==> config.mk <==
export PLATFORM = sky130hd
export DESIGN_NAME = gpio_axil_ctrl
export DESIGN_NICKNAME = d
export VERILOG_FILES = /design/src/rtl/gpio_axil_ctrl.sv
export SDC_FILE = /design/constraint.sdc
export NUM_CORES = 1
export LEC_CHECK = 0
export ABC_AREA = 1
export CORE_ASPECT_RATIO = 0.5
export CORE_MARGIN = 2
export CORE_UTILIZATION = 25
export DETAILED_ROUTE_END_ITERATION = 10
export PLACE_DENSITY_LB_ADDON = 0.3
export SYNTH_ARGS = -nofsm -noshare
export SYNTH_HDL_FRONTEND = slang
export SYNTH_SLANG_ARGS = --single-unit
==> constraint.sdc <==
create_clock -name clk -period 1.8 [get_ports clk]
set_input_delay 0.36 -clock clk [delete_from_list [all_inputs] [get_ports clk]]
set_output_delay 0.36 -clock clk [all_outputs]
set_load 0.05 [all_outputs]
==> src/rtl/gpio_axil_ctrl.sv <==
// gpio_axil_ctrl: AXI4-Lite slave front-end for the GPIO register file.
// Arbitrates AXI write/read requests round-robin and runs one register
// access at a time on the reg_* interface; reads wait RD_LAT cycles.
// Optional build macro: GPIO_AXIL_SLVERR_EN (addresses >= REG_SPAN answer
// SLVERR without touching the register interface).
module gpio_axil_ctrl #(
    parameter int          DATA_WIDTH = 32,
    parameter int          ADDR_WIDTH = 32,
    parameter int          RD_LAT     = 1,
    parameter logic [31:0] REG_SPAN   = 32'h0000_0100
) (
    input  logic                      clk,
    input  logic                      rstn,
    input  logic [ADDR_WIDTH-1:0]     s_awaddr,
    input  logic                      s_awvalid,
    output logic                      s_awready,
    input  logic [DATA_WIDTH-1:0]     s_wdata,
    input  logic [DATA_WIDTH/8-1:0]   s_wstrb,
    input  logic                      s_wvalid,
    output logic                      s_wready,
    output logic [1:0]                s_bresp,
    output logic                      s_bvalid,
    input  logic                      s_bready,
    input  logic [ADDR_WIDTH-1:0]     s_araddr,
    input  logic                      s_arvalid,
    output logic                      s_arready,
    output logic [DATA_WIDTH-1:0]     s_rdata,
    output logic [1:0]                s_rresp,
    output logic                      s_rvalid,
    input  logic                      s_rready,
    output logic [31:0]               reg_addr,
    output logic [DATA_WIDTH-1:0]     reg_wdata,
    output logic                      reg_we,
    output logic [DATA_WIDTH/8-1:0]   reg_wstrb,
    input  logic [DATA_WIDTH-1:0]     reg_rdata
);

    localparam int         STRB_WIDTH = DATA_WIDTH / 8;
    // Counter reload: RD_WAIT lasts RD_LAT cycles, counting down to zero.
    localparam logic [2:0] LAT_M1     = 3'(RD_LAT - 1);
    localparam logic [1:0] RESP_OKAY  = 2'b00;
    localparam logic [1:0] RESP_SLVERR = 2'b10;

    typedef enum logic [2:0] {
        ST_IDLE    = 3'd0,
        ST_WR_STB  = 3'd1,
        ST_WR_RSP  = 3'd2,
        ST_RD_WAIT = 3'd3,
        ST_RD_RSP  = 3'd4
    } state_t;

    state_t                  r_state;
    state_t                  w_state_nxt;
    logic                    r_prio_wr;
    logic                    w_prio_wr_nxt;
    logic [2:0]              r_cnt;
    logic [2:0]              w_cnt_nxt;

    logic [31:0]             r_reg_addr;
    logic [31:0]             w_reg_addr_nxt;
    logic [DATA_WIDTH-1:0]   r_reg_wdata;
    logic [DATA_WIDTH-1:0]   w_reg_wdata_nxt;
    logic [STRB_WIDTH-1:0]   r_reg_wstrb;
    logic [STRB_WIDTH-1:0]   w_reg_wstrb_nxt;
    logic                    r_reg_we;
    logic                    w_reg_we_nxt;
    logic                    r_bvalid;
    logic                    w_bvalid_nxt;
    logic [1:0]              r_bresp;
    logic [1:0]              w_bresp_nxt;
    logic                    r_rvalid;
    logic                    w_rvalid_nxt;
    logic [1:0]              r_rresp;
    logic [1:0]              w_rresp_nxt;
    logic [DATA_WIDTH-1:0]   r_rdata;
    logic [DATA_WIDTH-1:0]   w_rdata_nxt;

    logic                    w_aw_grant;
    logic                    w_ar_grant;
    logic                    w_wr_cand;
    logic                    w_rd_cand;
    logic [31:0]             w_awaddr_ext;
    logic [31:0]             w_araddr_ext;
    logic                    w_aw_err;
    logic                    w_ar_err;
    logic                    w_unused;

    // A write is only a candidate when address and data arrive together.
    assign w_wr_cand    = s_awvalid & s_wvalid;
    assign w_rd_cand    = s_arvalid;
    assign w_awaddr_ext = 32'(s_awaddr);
    assign w_araddr_ext = 32'(s_araddr);

`ifdef GPIO_AXIL_SLVERR_EN
    assign w_aw_err = (w_awaddr_ext >= REG_SPAN);
    assign w_ar_err = (w_araddr_ext >= REG_SPAN);
`else
    assign w_aw_err = 1'b0;
    assign w_ar_err = 1'b0;
`endif

    // Byte-lane bits of the address are dropped on reg_addr; REG_SPAN only
    // matters when decode errors are built in.
    assign w_unused = ^{w_awaddr_ext[1:0], w_araddr_ext[1:0], REG_SPAN};

    // Next-state, arbitration and next values of every registered output.
    always_comb begin
        w_state_nxt     = r_state;
        w_prio_wr_nxt   = r_prio_wr;
        w_cnt_nxt       = r_cnt;
        w_aw_grant      = 1'b0;
        w_ar_grant      = 1'b0;
        w_reg_addr_nxt  = r_reg_addr;
        w_reg_wdata_nxt = '0;
        w_reg_wstrb_nxt = '0;
        w_reg_we_nxt    = 1'b0;
        w_bvalid_nxt    = r_bvalid;
        w_bresp_nxt     = r_bresp;
        w_rvalid_nxt    = r_rvalid;
        w_rresp_nxt     = r_rresp;
        w_rdata_nxt     = r_rdata;

        case (r_state)
            ST_IDLE: begin
                if (rstn && w_wr_cand && (!w_rd_cand || r_prio_wr)) begin
                    w_aw_grant     = 1'b1;
                    w_prio_wr_nxt  = 1'b0;
                    w_reg_addr_nxt = {w_awaddr_ext[31:2], 2'b00};
                    if (w_aw_err) begin
                        w_state_nxt  = ST_WR_RSP;
                        w_bvalid_nxt = 1'b1;
                        w_bresp_nxt  = RESP_SLVERR;
                    end else begin
                        w_state_nxt     = ST_WR_STB;
                        w_reg_we_nxt    = 1'b1;
                        w_reg_wdata_nxt = s_wdata;
                        w_reg_wstrb_nxt = s_wstrb;
                    end
                end else if (rstn && w_rd_cand) begin
                    w_ar_grant     = 1'b1;
                    w_prio_wr_nxt  = 1'b1;
                    w_reg_addr_nxt = {w_araddr_ext[31:2], 2'b00};
                    if (w_ar_err) begin
                        w_state_nxt  = ST_RD_RSP;
                        w_rvalid_nxt = 1'b1;
                        w_rresp_nxt  = RESP_SLVERR;
                        w_rdata_nxt  = '0;
                    end else begin
                        w_state_nxt = ST_RD_WAIT;
                        w_cnt_nxt   = LAT_M1;
                    end
                end else begin
                    w_state_nxt = ST_IDLE;
                end
            end
            ST_WR_STB: begin
                w_state_nxt  = ST_WR_RSP;
                w_bvalid_nxt = 1'b1;
                w_bresp_nxt  = RESP_OKAY;
            end
            ST_WR_RSP: begin
                if (s_bready) begin
                    w_state_nxt  = ST_IDLE;
                    w_bvalid_nxt = 1'b0;
                    w_bresp_nxt  = RESP_OKAY;
                end else begin
                    w_state_nxt  = ST_WR_RSP;
                end
            end
            ST_RD_WAIT: begin
                if (r_cnt == 3'd0) begin
                    w_state_nxt  = ST_RD_RSP;
                    w_rvalid_nxt = 1'b1;
                    w_rresp_nxt  = RESP_OKAY;
                    w_rdata_nxt  = reg_rdata;
                end else begin
                    w_cnt_nxt    = r_cnt - 3'd1;
                end
            end
            ST_RD_RSP: begin
                if (s_rready) begin
                    w_state_nxt  = ST_IDLE;
                    w_rvalid_nxt = 1'b0;
                    w_rresp_nxt  = RESP_OKAY;
                    w_rdata_nxt  = '0;
                end else begin
                    w_state_nxt  = ST_RD_RSP;
                end
            end
            default: begin
                w_state_nxt  = ST_IDLE;
                w_bvalid_nxt = 1'b0;
                w_rvalid_nxt = 1'b0;
            end
        endcase
    end

    // State, round-robin flag, read-latency counter and registered outputs.
    always_ff @(posedge clk or negedge rstn) begin
        if (!rstn) begin
            r_state     <= ST_IDLE;
            r_prio_wr   <= 1'b1;
            r_cnt       <= 3'd0;
            r_reg_addr  <= 32'd0;
            r_reg_wdata <= '0;
            r_reg_wstrb <= '0;
            r_reg_we    <= 1'b0;
            r_bvalid    <= 1'b0;
            r_bresp     <= 2'b00;
            r_rvalid    <= 1'b0;
            r_rresp     <= 2'b00;
            r_rdata     <= '0;
        end else begin
            r_state     <= w_state_nxt;
            r_prio_wr   <= w_prio_wr_nxt;
            r_cnt       <= w_cnt_nxt;
            r_reg_addr  <= w_reg_addr_nxt;
            r_reg_wdata <= w_reg_wdata_nxt;
            r_reg_wstrb <= w_reg_wstrb_nxt;
            r_reg_we    <= w_reg_we_nxt;
            r_bvalid    <= w_bvalid_nxt;
            r_bresp     <= w_bresp_nxt;
            r_rvalid    <= w_rvalid_nxt;
            r_rresp     <= w_rresp_nxt;
            r_rdata     <= w_rdata_nxt;
        end
    end

    // Readys are the only combinational outputs: same-cycle grant in IDLE.
    assign s_awready = w_aw_grant;
    assign s_wready  = w_aw_grant;
    assign s_arready = w_ar_grant;

    assign s_bvalid  = r_bvalid;
    assign s_bresp   = r_bresp;
    assign s_rvalid  = r_rvalid;
    assign s_rresp   = r_rresp;
    assign s_rdata   = r_rdata;
    assign reg_addr  = r_reg_addr;
    assign reg_wdata = r_reg_wdata;
    assign reg_wstrb = r_reg_wstrb;
    assign reg_we    = r_reg_we;

endmodule

### Word level (Yosys, flattened, before mapping)

Cells that the tools add are included.

| word-level totals | value |
|---|---|
| input port bits | 139 |
| memories kept | 0 |
| word-level logic and storage cells | 81 |
| output and inout port bits | 110 |
| ROM bits | 0 |
| bits in writable memories | 0 |
| bits in latches | 0 |
| register bits | 114 |

| cells by class | value |
|---|---|
| mux-type cells | 36 |
| magnitude comparators | 0 |
| multiply operators | 0 |
| shift operators | 0 |
| equality and inequality tests | 10 |
| bitwise operators | 3 |
| add/sub/neg operators | 1 |
| reductions and logical operators | 19 |
| div/mod/pow operators | 0 |

Operators by type and width:

| operator | number |
|---|---|
| $mux 32 | 6 |
| $pmux 32 s2 | 1 |
| $mux 3 | 5 |
| $pmux 3 s5 | 1 |
| $mux 2 | 6 |
| $ne 2x2->1 const B | 6 |
| $mux 1 | 10 |
| $mux 4 | 2 |
| $pmux 2 s2 | 2 |
| $reduce_bool 2->1 | 4 |
| $eq 3x2->1 const B | 2 |
| $logic_not 3->1 | 2 |
| $pmux 1 s3 | 2 |
| $pmux 3 s2 | 1 |
| $reduce_and 2->1 | 3 |
| $reduce_and 3->1 | 2 |
| $reduce_or 3->1 | 2 |
| $reduce_and 4->1 | 1 |
| $eq 3x1->1 const B | 1 |
| $eq 3x3->1 const B | 1 |
| $logic_and 1x1->1 | 3 |
| $sub 3x1->3 const B | 1 |
| $not 1->1 | 2 |
| $and 1x1->1 | 1 |
| 2 further kinds | 2 |

### Depth between registers and ports, before layout

Gate-level depths: netlist (run 1).

| logic depth | value |
|---|---|
| depth in word-level cells | 5 |
| depth in mapped cells | 9 |
| mapped depth without buffers | 8 |

### Worst setup path before layout (run 1)

Ideal clock, no wire load.

| timing | value |
|---|---|
| path kind | reg2out |
| start point | register r_prio_wr |
| end point | output s_wready |
| path buffers | 3 |
| stages on the path, launching flop included | 8 |
| arrival | 1747 ps |
| data required time | 1440 ps |
| slack | -307 ps |
| path through | dfstp_2 > nor2_1 > nor2_1 > nand2_2 > buf_6 > buf_6 > inv_1 > buf_4 |

| between the ends | value |
|---|---|
| cells in the longest elaborated chain, start to end | 4 |

RTL lines:

| item | RTL line | text |
|---|---|---|
| from (decl) | 54 | `logic r_prio_wr;` |
| from (signal assigned) | 215 | `r_prio_wr <= w_prio_wr_nxt;` |
| $logic_or 1x1->1 | 125 | `if (rstn && w_wr_cand && (!w_rd_cand \|\| r_prio_wr)) begin` |
| $logic_and 1x1->1 | 125 |  |
| $mux 1 | 125 |  |
| $mux 1 | 123 | `case (r_state)` |
| to (decl) | 20 | `output logic s_wready,` |

No other way between the ends.

### Worst setup path in the final report (run 1)

Same ends and word-level chain as after synthesis.

==> run_results.csv, run 1 <==
group,metric,value,unit
global_route,grt_pass1_vias,4253,
run,cap_violations,0,
logic_synthesis,synth.distinct_cells,21,
clock_network,clock-sinks,108,
timing,final.min_clock_period,1757,ps
global_route,grt_pass1_wl,21620,µm
floorplan,io_pins,249,
finish,finalNetCount,946,
floorplan,start_util,25.97,%
floorplan,die_y,99.76,µm
timing,fin_tns_setup,0,ps
floorplan,die_w,195.5,µm
clock_network,cts_tree,"done",
detailed_routing,drc,0,
power_and_ir_drop,peakVddDrop,548.9,µV
logic_synthesis,yosysWarnings,0,
timing,fmax,0.5692,GHz
logic_synthesis,synth.yosys.seq_area_share,58.98,%
clock_network,clock_path_buffers,2,
global_route,overflow,0,
power_and_ir_drop,switchingPower,4962,µW
timing,setup_viol,0,
floorplan,num_rows,34,
worst_setup_path,crit_family,"flip-flops",
clock_network,cts_hold_buf,0,
worst_setup_path,crit_arrival,1400,ps
worst_setup_path,cp_max_fo,3,
timing,grt_setup_unrepaired,"true",
clock_network,htree_levels,3,
floorplan,coreArea,17650,µm²
global_route,grt_max_degree,53,
logic_synthesis,syn_inst,558,
worst_setup_path,cp.required,1440,ps
clock_network,clk_pin_slew,70,ps
outcome,outcome,"complete, no violations",
detailed_routing,vias,4190,
finish,antennaDiodeCount,0,
worst_setup_path,cpMaxStageDelayCell,"dfstp_2",
power_and_ir_drop,intPower,5980,µW
worst_setup_path,worstReg2RegEnd,"reg_addr[2]",
timing,setup_slack,43.14,ps
detailed_routing,wl_per_cell,12.85,µm
detailed_routing,firstDrtPassIters,4,
worst_hold_path,worst_hold_path_type,"in2async",
power_and_ir_drop,power_frac_seq,32.1,%
placed_design,place_area,7067,µm²
placed_design,dp_hpwl,10080,µm
timing,clock_skew,9.201,ps
power_and_ir_drop,leakage,0.004079,µW
power_and_ir_drop,p_comb_share,50.2,%
logic_synthesis,synth-seq-cells,108,
timing,maxSlewViolCount,0,
power_and_ir_drop,powerDensity,1474,nW/µm²
finish,multi_input_area,1531,µm²
worst_setup_path,rrSetupSlack,150,ps
clock_network,clk_latency,340,ps
clock_network,clockRootBuffer,"clkbuf_16",
finish,seq_area,2704,µm²
placed_design,gp_congestion,0.7505,
worst_setup_path,slowest_delay,550,ps
timing,hold_viol_final,0,
finish,stdcell_area,7421,µm²
detailed_routing,antenna_left,0,
placed_design,dp_slack,-56.93,ps
timing,slew_headroom,54.15,%
global_route,grtUsageTotal,14.01,%
finish,syn_to_final_growth,61.87,%
timing,worst_slew_pin_slew,687.8,ps
clock_network,cts_made_buffers,9,
timing,finalCritPeriodShare,97.60,%
worst_setup_path,path_class,"reg2out",
placed_design,port-buffer-count,238,
floorplan,dieArea,19500,µm²
worst_setup_path,cp-start-kind,"register",
global_route,antenna_found_initial,0,
detailed_routing,via_per_inst,4.013,
power_and_ir_drop,p_total,10940,µW
logic_synthesis,synth_area,4584,µm²
finish,nFillCells,1750,
worst_setup_path,timing.rr.start,"r_prio_wr",
power_and_ir_drop,p_clk_share,17.8,%
power_and_ir_drop,power_switching_share,45.35,%
logic_synthesis,postSynthAreaPerCell,8.216,µm²
worst_setup_path,critPathCaptureType,"output pin",
worst_setup_path,ff2ff_path_depth,10,
detailed_routing,drt-total-wl,13410,µm
worst_setup_path,worst-path-buf-inv,2,
detailed_routing,drtIter0Drc,113,
finish,layout-drive-gt1-share,19.63,%
worst_setup_path,path_cells,"nor2_2 -> nor2_4 -> nand2_4 -> clkinvlp_4 -> buf_12",
worst reg2reg max path, stage by stage, from the launching register on:
cell	delay [ps]
dfstp_2	550
nor2_2	60
nor2_4	130
nand2_4	70
buf_4	130
buf_4	130
buf_4	150
nand2_2	110
buf_12	150
nand2_1	70
nand2_1	60
timing repair:
action / in CTS / in global routing
resized for setup: 6 / 5
hold endpoints to repair: 0 / 0
setup endpoints to repair: 3 / 3
cloned: 0 / 0
setup buffers: 3 / 2
pin swaps: 3 / 5
cell usage after synthesis (all sizes together):
cell    count  area, µm²
nor2       49      191.4
a21oi       1      5.000
nand2     269       1015
ha          2      25.02
clkbuf      2      7.510
nand4       1      12.51
nand3      40      205.2
buf        30      205.2
nor3        1      5.000
dfrtp     107       2678
o21ai       2      10.01
conb        1      3.750
dfstp       1      26.28
inv        52      195.2
power by group through the flow:
stage          sequential (µW)  clock (µW)  combinational [µW]
2_1_floorplan             5740           0                1340
3_3_place_gp              3540           0                5410
3_5_place_dp              3550           0                5470
4_1_cts                   3500        2030                5520
5_1_grt                   3600        2130                5870
6_report                  3510        1950                5490
cell families after synthesis:
family / Yosys count / synth area share, %
flip-flops: 108 / 58.98
adder cells (fa/ha/maj): 2 / 0.5458
AO/OA/AOI/OAI: 3 / 0.3274
buffers and inverters: 84 / 8.897
AND/OR/NAND/NOR: 360 / 31.17
other: 1 / 0.08180
worst max path at each step:
| stage | from | end | slack, ps | cells after the start |
|---|---|---|---|---|
| floorplan | r_prio_wr | s_wready | -20 | 7 |
| global placement | s_arvalid | s_arready | -40 | 7 |
| detailed placement | s_arvalid | s_wready | -60 | 7 |
| CTS | r_state[1] | s_arready | -5 | 6 |
| global route | r_prio_wr | s_wready | -30 | 5 |
| finish | r_prio_wr | s_wready | 40 | 5 |
flip-flops by register name, indices dropped and copies added (netlist names):
signal / count
r_cnt: 3
r_prio_wr: 1
r_state: 3
reg_addr: 30
reg_wdata: 32
reg_we: 1
reg_wstrb: 4
s_bvalid: 1
s_rdata: 32
s_rvalid: 1
cell type report:
class | instances | area share [%]
multi-input combinational | 371 | 20.64
clock inverter | 3 | 0.6238
tap | 234 | 3.945
sequential | 108 | 36.44
inverter | 52 | 2.681
clock buffer | 13 | 3.237
timing repair buffer | 263 | 32.44
placed cells by master, fill, tap and decap left out, types with 3 or more instances in the layout:
master	Yosys	routed
buf_12	0	8
buf_4	10	121
clkbuf_1	2	4
clkbuf_16	0	9
clkdlybuf4s50_1	0	130
conb_1	1	6
dfrtp_1	107	107
dlygate4sd2_1	0	3
inv_1	49	48
inv_2	3	3
nand2_1	267	265
nand3_1	39	38
nor2_1	46	44
nor2_4	0	3
routing by layer:
metal	share of wire, %	global-route usage [%]	routed length (µm)	up-vias
li1	-	-	-	2137
met1	42	16.43	5613	1961
met2	54	26.48	7241	85
met3	3.4	3.086	459	7
met4	0.72	2.877	96	0
met5	0	0	0	-
metrics by stage:
step	hold slack [ps]	utilization, %	std cells
after floorplan	64.41	-	563
after global placement	418.7	40.03	1023
after detailed placement	427.8	40.03	1023
after CTS	51.72	41.81	1042
after global routing	84.10	42.03	1044
final	58.13	42.03	1044
No activity file was read; power rests on OpenSTA's default activity.
==> run 2: changes to the inputs <==
ABC_AREA = default   (was 1)
==> run 2 against run 1 <==
Net effect: first-iteration DRC count rose by 6.2%; combinational power is 2% lower; cell count decreased by 21%; worst hold slack gained 75 ps; critical path depth decreased by 1; area after synthesis shrank 10%; via count is 17% lower; the run now ends with setup timing left; clock skew down 0.80 ps.
==> run_results.csv, run 2 <==
group,metric,value,unit
outcome,outcome,"finished with violations",
outcome,violations,"setup timing",
logic_synthesis,postSynthAreaPerCell,12.24,µm²
clock_network,cts_hold_buf,0,
floorplan,io_pins,249,
worst_setup_path,slowest_delay,410,ps
global_route,grtUsageTotal,13.17,%
detailed_routing,firstDrtPassIters,4,
clock_network,cts_made_buffers,9,
worst_setup_path,path_class,"reg2out",
timing,setup_viol,3,
worst_setup_path,cpMaxStageDelayCell,"dfrtp_1",
worst_setup_path,crit_family,"simple AND/OR/NAND/NOR gates",
logic_synthesis,synth.yosys.seq_area_share,65.54,%
detailed_routing,vias,3461,
placed_design,dp_slack,-108.4,ps
worst_setup_path,worst-path-buf-inv,2,
clock_network,clk_pin_slew,80,ps
detailed_routing,wl_per_cell,14.71,µm
floorplan,die_y,94.83,µm
logic_synthesis,synth-async-reset-ratio,100.0,%
clock_network,htree_levels,3,
placed_design,port-buffer-count,238,
placed_design,dp_hpwl,8734,µm
timing,slew_headroom,39.54,%
placed_design,place_area,6566,µm²
finish,stdcell_area,6973,µm²
timing,finalHoldWorstSlack,133.5,ps
detailed_routing,antenna_left,0,
timing,finalCritPeriodShare,102.9,%
global_route,antenna_found_initial,0,
worst_setup_path,crit_arrival,1490,ps
finish,layout.cells.non_filler,821,
global_route,grt_pass1_wl,17740,µm
logic_synthesis,synth_common_cells,"dfrtp_1, and2_1, inv_1",
power_and_ir_drop,leakage,0.003389,µW
detailed_routing,drtIter0Drc,120,
detailed_routing,drt-total-wl,12080,µm
power_and_ir_drop,p_comb_share,49.2,%
logic_synthesis,synth.most_common_cell,"dfrtp_1",
worst_setup_path,cp.required,1440,ps
global_route,overflow,0,
timing,grt_setup_unrepaired,"true",
floorplan,num_rows,33,
logic_synthesis,syn_inst,337,
timing,setup_slack,-52.54,ps
placed_design,gp_congestion,0.7698,
power_and_ir_drop,powerDensity,1575,nW/µm²
finish,antennaDiodeCount,0,
worst_setup_path,critPathCaptureType,"output pin",
finish,syn_to_final_growth,69.03,%
power_and_ir_drop,power_frac_seq,32.0,%
worst_setup_path,timing.rr.start,"r_state[0]",
clock_network,clk_latency,350,ps
finish,final_cell_mix,"clkdlybuf4s50_1, buf_4, dfrtp_1",
finish,layout-drive-gt1-share,26.60,%
clock_network,clockRootBuffer,"clkbuf_16",
power_and_ir_drop,power_switching_share,44.42,%
worst_setup_path,cp-start-kind,"register",
floorplan,start_util,25.36,%
logic_synthesis,synth_area,4125,µm²
timing,hold_viol_final,0,
timing,fmax,0.5398,GHz
global_route,grt_pass1_vias,3326,
worst_setup_path,path_cells,"nor3_4 -> nand4_1 -> inv_2 -> buf_12",
logic_synthesis,synth_edf_count,0,
floorplan,coreArea,16270,µm²
global_route,grt_max_degree,72,
timing,clock_skew,8.404,ps
logic_synthesis,ys.flop_type,"dfrtp_1",
timing,maxSlewViolCount,0,
clock_network,clock-sinks,108,
logic_synthesis,yosysWarnings,0,
power_and_ir_drop,p_clk_share,18.8,%
floorplan,dieArea,17610,µm²
worst_setup_path,ff2ff_path_depth,8,
logic_synthesis,synth.distinct_cells,32,
timing,final.min_clock_period,1853,ps
logic_synthesis,synth_top_area_share,64.91,%
timing,worst_slew_pin_slew,906.9,ps
logic_synthesis,synth_top_cell_by_area,"dfrtp_1",
power_and_ir_drop,switchingPower,4878,µW
placed_design,placed_cells,796,
detailed_routing,via_per_inst,4.216,
worst_setup_path,cp_max_fo,3,
clock_network,clock_path_buffers,2,
finish,finalNetCount,730,
worst_setup_path,rrSetupSlack,90,ps
clock_network,cts_tree,"done",
detailed_routing,drc,0,
run,cap_violations,0,
power_and_ir_drop,peakVddDrop,639.8,µV
logic_synthesis,synth-seq-cells,108,
power_and_ir_drop,intPower,6103,µW
timing,fin_tns_setup,-128.1,ps
logic_synthesis,yosys-top-cells-area,"dfrtp_1, a22o_1, and2_1, o22ai_1, a21oi_1",
worst_hold_path,worst_hold_path_type,"in2async",
floorplan,die_w,185.7,µm
finish,layout_commonest_cell,"clkdlybuf4s50_1",
worst_setup_path,worstReg2RegEnd,"r_cnt[1]",
run 2: changes by cell type after synthesis, sizes merged, moves of 4 or more:
cell / before / now
a21oi: 1 / 30
a22o: 0 / 32
a31oi: 0 / 4
and2: 0 / 38
buf: 30 / 25
inv: 52 / 38
nand2: 269 / 4
nand3: 40 / 1
nor2: 49 / 3
o22ai: 0 / 30
run 2: per-layer routing:
metal	share of wire, %	GRT usage (%)	wire length (µm)	vias up
met5	0	0	0	-
met4	2.0	4.396	239	0
met3	3.2	2.738	390	18
met2	56	24.69	6760	77
met1	39	15.10	4688	1713
li1	-	-	-	1653
run 2: cell type report:
cell class,instances,area (µm²)
Fill cell,1564,9295
Inverter,38,142.6
Clock inverter,7,82.58
Sequential cell,108,2704
Multi-Input combinational cell,167,1142
Clock buffer,9,225.2
Tap cell,227,284.0
Timing Repair Buffer,265,2392
run 2: through the flow:
step	utilization [%]	power, µW
after floorplan	-	6992
after global placement	40.36	8826
after detailed placement	40.36	8873
after CTS	42.72	11120
after global routing	42.86	11550
final	42.86	10980
run 2: worst max path at each step:
| stage | start | to | slack (ps) | cells after the start |
|---|---|---|---|---|
| global route | r_state[0] | s_wready | -140 | 4 |
| detailed placement | s_arvalid | reg_addr[17] | -110 | 7 |
| global placement | s_arvalid | reg_addr[15] | -60 | 7 |
| finish | r_state[0] | s_awready | -50 | 4 |
| floorplan | r_state[2] | s_wready | -40 | 6 |
| CTS | r_state[0] | s_awready | -80 | 4 |
run 2: timing repair:
action	4_1_cts	5_1_grt
pin swaps	3	0
setup endpoints to repair	3	18
setup buffers	8	1
gates resized for setup	2	3
run 2: kinds of logic (layout without fill, tap and decap cells):
group | count (synthesis) | after routing | share of synthesized area, %
AO/OA/AOI/OAI | 105 | 105 | 17.38
adder cells (fa/ha/maj) | 2 | 2 | 0.6065
buffers and inverters | 67 | 319 | 8.098
flip-flops | 108 | 108 | 65.54
multiplexers | 2 | 2 | 0.4853
other | 1 | 6 | 0.09090
AND/OR/NAND/NOR | 52 | 52 | 7.795
run 2: power groups by stage:
stage	Sequential (µW)	Clock [µW]	Combinational, µW
final	3520	2070	5400
after CTS	3520	2160	5440
after global placement	3550	0	5280
after global routing	3610	2260	5690
after floorplan	5850	0	1140
after detailed placement	3550	0	5330
run 2: worst register-to-register path, stage by stage, from the launching register on:
cell	delay, ps
dfrtp_1	410
nor3_4	240
buf_6	140
o2111ai_4	100
buf_4	160
buf_4	130
buf_4	140
and2_1	160
o2bb2ai_1	120
